--- src/rtl/harmonic_sum_engine.sv ---
// Sequential harmonic / alternating-harmonic sum in signed fixed point.
// Each term's reciprocal comes from a bit-serial restoring divider; the accumulator saturates.
module harmonic_sum_engine #(
    parameter int N_W    = 8,
    parameter int FRAC_W = 16,
    parameter int INT_W  = 4
) (
    input  logic                    clk,
    input  logic                    rst,
    input  logic                    start,
    input  logic [N_W-1:0]          n_in,
    input  logic                    mode,
    input  logic                    abort,
    output logic                    busy,
    output logic                    done,
    output logic [INT_W+FRAC_W-1:0] sum,
    output logic                    overflow
);

    // state | meaning
    // IDLE  | waiting for start; sum/overflow hold last result
    // LOAD  | capture n/mode, clear accumulator, i = 1
    // DIV   | FRAC_W+1 cycles of restoring division 2^FRAC_W / i
    // ACC   | add or subtract the reciprocal, advance i
    // DONE  | one-cycle completion pulse

    localparam int S_W = INT_W + FRAC_W;
    localparam int Q_W = FRAC_W + 1;
    localparam int I_W = N_W + 1;
    localparam int A_W = S_W + 2;
    localparam int C_W = $clog2(FRAC_W + 1);

    localparam logic signed [A_W-1:0] SUM_MAX = {{3{1'b0}}, {(S_W-1){1'b1}}};
    localparam logic signed [A_W-1:0] SUM_MIN = {{3{1'b1}}, {(S_W-1){1'b0}}};

    typedef enum logic [2:0] {S_IDLE, S_LOAD, S_DIV, S_ACC, S_DONE} state_t;

    state_t                 state_q;
    logic [N_W-1:0]         n_q;
    logic                   mode_q;
    logic [I_W-1:0]         i_q;
    logic [I_W-1:0]         rem_q;
    logic [Q_W-1:0]         quot_q;
    logic [C_W-1:0]         cnt_q;
    logic signed [S_W-1:0]  sum_q;
    logic                   ovf_q;

    logic [I_W:0]           rem_sh;
    logic [I_W-1:0]         rem_d;
    logic [Q_W-1:0]         quot_d;
    logic signed [A_W-1:0]  acc;
    logic signed [S_W-1:0]  sum_d;
    logic                   sat;
    logic [I_W-1:0]         i_nx;
    logic                   last_term;

    always_comb begin
        // The dividend 2^FRAC_W has a single 1 in its MSB, which enters on the first DIV cycle.
        rem_sh = {rem_q, (cnt_q == C_W'(FRAC_W))};
        rem_d  = rem_sh[I_W-1:0];
        quot_d = {quot_q[Q_W-2:0], 1'b0};
        if (rem_sh >= {1'b0, i_q}) begin
            rem_d  = I_W'(rem_sh - {1'b0, i_q});
            quot_d = {quot_q[Q_W-2:0], 1'b1};
        end

        if (mode_q && !i_q[0])
            acc = {{2{sum_q[S_W-1]}}, sum_q} - {{(A_W-Q_W){1'b0}}, quot_q};
        else
            acc = {{2{sum_q[S_W-1]}}, sum_q} + {{(A_W-Q_W){1'b0}}, quot_q};

        sat   = 1'b0;
        sum_d = acc[S_W-1:0];
        if (acc > SUM_MAX) begin
            sat   = 1'b1;
            sum_d = {1'b0, {(S_W-1){1'b1}}};
        end else if (acc < SUM_MIN) begin
            sat   = 1'b1;
            sum_d = {1'b1, {(S_W-1){1'b0}}};
        end

        i_nx      = i_q + I_W'(1);
        last_term = i_nx > {1'b0, n_q};
    end

    always_ff @(posedge clk or posedge rst) begin
        if (rst) begin
            state_q <= S_IDLE;
            n_q     <= '0;
            mode_q  <= 1'b0;
            i_q     <= '0;
            rem_q   <= '0;
            quot_q  <= '0;
            cnt_q   <= '0;
            sum_q   <= '0;
            ovf_q   <= 1'b0;
        end else begin
            case (state_q)
                S_IDLE: begin
                    if (start) begin
                        state_q <= S_LOAD;
                        n_q     <= n_in;
                        mode_q  <= mode;
                    end
                end
                S_LOAD: begin
                    sum_q <= '0;
                    ovf_q <= 1'b0;
                    if (abort) begin
                        state_q <= S_IDLE;
                    end else begin
                        i_q     <= I_W'(1);
                        rem_q   <= '0;
                        quot_q  <= '0;
                        cnt_q   <= C_W'(FRAC_W);
                        state_q <= (n_q == '0) ? S_DONE : S_DIV;
                    end
                end
                S_DIV: begin
                    if (abort) begin
                        state_q <= S_IDLE;
                        sum_q   <= '0;
                        ovf_q   <= 1'b0;
                    end else begin
                        rem_q  <= rem_d;
                        quot_q <= quot_d;
                        cnt_q  <= cnt_q - C_W'(1);
                        if (cnt_q == '0)
                            state_q <= S_ACC;
                    end
                end
                S_ACC: begin
                    if (abort) begin
                        state_q <= S_IDLE;
                        sum_q   <= '0;
                        ovf_q   <= 1'b0;
                    end else begin
                        sum_q   <= sum_d;
                        ovf_q   <= ovf_q | sat;
                        i_q     <= i_nx;
                        rem_q   <= '0;
                        quot_q  <= '0;
                        cnt_q   <= C_W'(FRAC_W);
                        state_q <= last_term ? S_DONE : S_DIV;
                    end
                end
                S_DONE:  state_q <= S_IDLE;
                default: state_q <= S_IDLE;
            endcase
        end
    end

    assign busy     = (state_q != S_IDLE);
    assign done     = (state_q == S_DONE);
    assign sum      = sum_q;
    assign overflow = ovf_q;

endmodule
--- config.mk ---
export PLATFORM = sky130hd
export DESIGN_NAME = harmonic_sum_engine
export DESIGN_NICKNAME = d
export VERILOG_FILES = /design/src/rtl/harmonic_sum_engine.sv
export SDC_FILE = /design/constraint.sdc
export NUM_CORES = 1
export LEC_CHECK = 0
export BUFFER_PORTS_ARGS = -buffer_cell sky130_fd_sc_hd__buf_4
export CAP_MARGIN = 20
export CORE_MARGIN = 10
export CORE_UTILIZATION = 35
export CTS_CLUSTER_DIAMETER = 40
export DETAILED_ROUTE_END_ITERATION = 6
export HOLD_SLACK_MARGIN = 0.15
export REMOVE_ABC_BUFFERS = 1
export SYNTH_ARGS = -nofsm -noshare
export SYNTH_HDL_FRONTEND = slang
export SYNTH_SLANG_ARGS = --single-unit
--- constraint.sdc ---
create_clock -name clk -period 11.06 [get_ports clk]
set_input_delay 0 -clock clk [delete_from_list [all_inputs] [get_ports clk]]
set_output_delay 0 -clock clk [all_outputs]
set_load 0.02 [all_outputs]
# After elaboration in Yosys (flattened, before gate mapping)
# Cells that the tools add are included.
# classes
add_sub_neg	5
mul	0
n_div	0
order_cmp	4
eq_ne	12
n_shift	0
muxes	33
bitwise	1
reduce_logical	15
# op_table
op	n
$mux W20	4
$pmux W20 S3	1
$mux W9	5
$pmux W9 S2	2
$mux W17	2
$pmux W17 S2	1
$gt A22 B20 Y1 const B	1
$lt A22 B20 Y1 const B	1
$mux W22	1
$add A20 B18 Y21	1
$mux W3	7
$sub A20 B18 Y21	1
$ne A2 B2 Y1 const B	6
$pmux W3 S4	1
$ge A10 B9 Y1	1
$mux W5	2
$pmux W5 S2	1
$add A9 B1 Y9 const B	1
$gt A9 B8 Y1	1
$sub A9 B9 Y9	1
$logic_not A8 Y1	1
$eq A3 B2 Y1 const B	2
$reduce_and A2 Y1	3
$reduce_and A3 Y1	2
15 further kinds	21
# totals
reg_bits	73
latch_bits	0
ramBits	0
romBits	0
out_inout_bits	23
elab_cells	79
memories	0

# Depth between registers and ports, before layout
# logic_depth
depth_word	9
depth_mapped	17
ltp_nobuf	16

# Worst setup path before layout
# No wires, ideal clock.
# synth_path
path_kind	reg2reg
from	reg quot_q[6]
to	reg sum_q[10] (netlist: sum[10])
setup_ps	126
arrival_time_ps	4085
setup_slack_ps	6849
path_stages_with_launch	15
path_buffers	1
cell_sequence	dfrtp_1 > or4_4 > nand2b_1 > or2_2 > o41ai_1 > a21boi_0 > ha_1 > a21o_1 > a21o_1 > a221oi_1 > o31ai_2 > xnor2_4 > a21oi_4 > buf_6 > a221o_1
# synth_between
elab_chain_cells	7
word_cells_on_any_way	9
# synth_lines
element	line	source
start, declared	43	logic [Q_W-1:0] quot_q;
start signal, assigned	126	quot_q <= quot_d;
$add A20 B18 Y21 or $sub A20 B18 Y21 (tied branches)	70, 68	
$mux W22 (*)	67	if (mode_q && !i_q[0])
$lt A22 B20 Y1	77	end else if (acc < SUM_MIN) begin
$mux W20	77	
$mux W20 (*)	74	if (acc > SUM_MAX) begin
$mux W20 (*)	133	if (abort) begin
$pmux W20 S3 (*)	98	case (state_q)
end signal, assigned	138	sum_q <= sum_d;
end, declared	45	logic signed [S_W-1:0] sum_q;
# Mark *: on every way between the ends. The rest lies on a longest branch, timed or not.
# A chain may end at the register's enable or synchronous reset.

# Worst setup path in the final report
# layout_path
from	reg quot_q[5]
to	reg sum_q[7] (netlist: sum[7])
# The elaborated chain is that of the path after synthesis.

==> summary.txt <==
Critical path
  – Crit-path leading delay family: compound AO/OA/AOI/OAI gates
  – Worst Path Max Fanout: 16
  – R2R Path Start: quot_q[5]
  – Worst Path Buf+Inv: 0
  – Worst EP required: 11.33 ns
  – Critical path endpoint category: flop
  – Worst path max stage delay: 0.56 ns
  – Crit path from: quot_q[5]
  – CP Launch Type: flop
  – Critical path cell sequence: or4_4, nand2b_1, or2_2, o41ai_1, a21boi_0, ha_1, a21o_1, a21o_1, a221oi_1, o31ai_2, xnor2_4, nor3_4, a221o_1
  – CP Data Arrival Time: 4.86 ns
  – Slowest cell on the critical path: or4_4
  – Most common cell on crit path: a21o_1
  – CP Class: reg -> reg

Clock tree
  – Post-CTS Setup Repair Bufs: 0
  – Post-CTS Resized: 0
  – Clock Tree Root: clkbuf_16
  – Worst-Skew Late Latency: 0.34 ns
  – Total CTS buffers: 9
  – CTS hold repair buffers: 12
  – Register clock-pin slew on the reported worst setup and hold paths: 0.06 ns
  – Count of clock tree sinks: 73
  – Clock Tree Buf Depth: 2
  – Htree depth: 3
  – TritonCTS clock tree: yes

Route
  – Final WL: 11,500 um
  – Total iterations of the first detailed-routing run: 5
  – Drt initial violations: 195
  – DR vias/cell: 5.33
  – Vias: 4,027
  – WL/cell: 15.2 um
  – Antenna Nets Post-Route: 0
  – DRC viols: 0

Floorplan
  – Starting Density: 35.7%
  – Die ar.: 19,300 um2
  – Num rows: 43
  – Ports: 36
  – Die Y: 139 um
  – Core ar.: 13,800 um2
  – Die Wd: 139 um

Run status
  – Outcome: finished, final reports clean

Synth
  – Post-synthesis sequential area ratio: 37.0%
  – Syn Inst Count: 523
  – Synth Flop Type: dfrtp_1
  – Top-count cell post-synth: dfrtp_1
  – Yosys cell types: 58
  – Synthesized area per cell: 9.44 um2
  – Number of synthesized flops with an enable pin: 0
  – Asr flop ratio synth: 100%
  – Ranking of synthesized cells by area: dfrtp_1 (37%), ha_1 (10%), o21ai_0 (4.8%)
  – Post-synth top area share: 37.0%
  – Top post-synthesis cells by count: dfrtp_1 (73), nand2_1 (54), o21ai_0 (47), ha_1 (40), inv_1 (32)
  – Post-synth top area cell: dfrtp_1
  – Synth Cell Area: 4940 um2
  – Syn. warnings: 0
  – Seq cells post-synth: 73

Global route
  – First-pass GRT wire length: 19,200 um
  – GR Layer Usage met3: 3.18%
  – Total GRT Usage: 11.9%
  – Remaining Overflow, GRT: 0
  – Initial antenna violation count: 0
  – Busiest layer in global routing: met2
  – Met2 GRT Util: 20.7%
  – Vias in the first global route: 3,997
  – Largest net degree at the start of global routing: 74
  – Met1 layer usage reported by global route: 13.6%

Timing
  – Slew Viols, Final: 0
  – Min cycle time layout: 4.59 ns
  – Slew @ Worst Pin: 0.951 ns
  – RSZ-0062 raised after global routing: no
  – Max Fclk: 218 MHz
  – Skew final: 0.00645 ns
  – Fin. Hold Viols: 0
  – Crit share post-route: 41.5%
  – Setup-failing EPs final: 0
  – Max-Slew Margin vs Limit: 36.4%
  – WHS: 0.411 ns
  – Setup TNS: 0 ns

Place
  – GPL Wtd Cong: 0.861
  – Final HPWL DP: 8460 um
  – IO buf count: 35

Run
  – MaxCap Viol Count: 0

Finish
  – Final core occ: 42.5%
  – Diode count: 0
  – Ratio of cells with drive above 1 in the final layout: 12.7%
  – Area grow syn2layout: 19.0%
  – Post-layout net count: 626
  – # fillers: 1,328

Worst hold path
  – Hold Crit Start: n_in[7]
  – Min-delay worst type: in -> reg
-- registers in the layout, indices dropped and copies added, names as in the netlist --
signal and cells:
state_q 3, sum 20, rem_q 9, i_q 9, n_q 8, overflow 1
cnt_q 5, mode_q 1, quot_q 17
-- path summary, 6_finish.rpt --
path,to,depth (start not counted),slack (ns)
setup / recovery,sum[7],13,6.47
hold / removal,n_q[7],4,0.41
setup reg to reg,sum[7],13,6.47
hold reg to reg,rem_q[3],2,0.51
max in group asynchronous,sum[10],4,9.93
min in group asynchronous,rem_q[6],4,0.52
-- worst register-to-register path: cells and delay by family (launching register included) --
kind / cells / cell delay, ns
xor gates and xnor gates: 1 / 0.23
adders and majority gates: 1 / 0.34
and+or+nand+nor: 4 / 1.61
AOI/OAI and AO/OA: 7 / 1.91
DFF: 1 / 0.44
-- stage by stage --
step,std cells,instance area [um2],worst slack (ns)
after floorplan,508,4870,6.93
after global placement,728,5400,6.58
after detailed placement,728,5400,6.49
after CTS,756,5880,6.46
after global routing,756,5880,6.18
final,756,5880,6.47
-- cell type report --
class / count / area (um2) / share of cell area, %
Clock buffer: 10 / 229 / 3.90
Clock inverter: 6 / 130 / 2.21
Inverter: 32 / 120 / 2.04
Multi-Input combinational cell: 403 / 2930 / 49.8
Sequential cell: 73 / 1830 / 31.1
Tap cell: 180 / 225 / 3.83
Timing Repair Buffer: 52 / 420 / 7.15
-- per-layer routing --
metal	vias up	part of all wire (%)
li1	2003	-
met1	1941	45
met2	69	50
met3	14	3.9
met4	0	1.1
met5	-	0
-- layout by cell type (no fill, tap or decap), types with 16 or more instances in the layout --
master	n
a21oi_1	27
a221o_1	16
a22o_1	26
buf_4	40
dfrtp_1	73
ha_1	40
inv_1	31
nand2_1	54
nor2_1	25
o21ai_0	47
xnor2_1	24
xor2_1	22
-- kinds of logic after synthesis --
logic type      synth area share (%)
buf+inv                         3.75
xor+xnor                        9.38
compound gates                  23.7
fa+ha+maj                       11.2
flops                           37.0
simple gates                    13.1
mux                             1.90
Power is left out: the tool's default activity adds up to more than one toggle a clock period on the data nets, which glitch-free logic cannot reach.
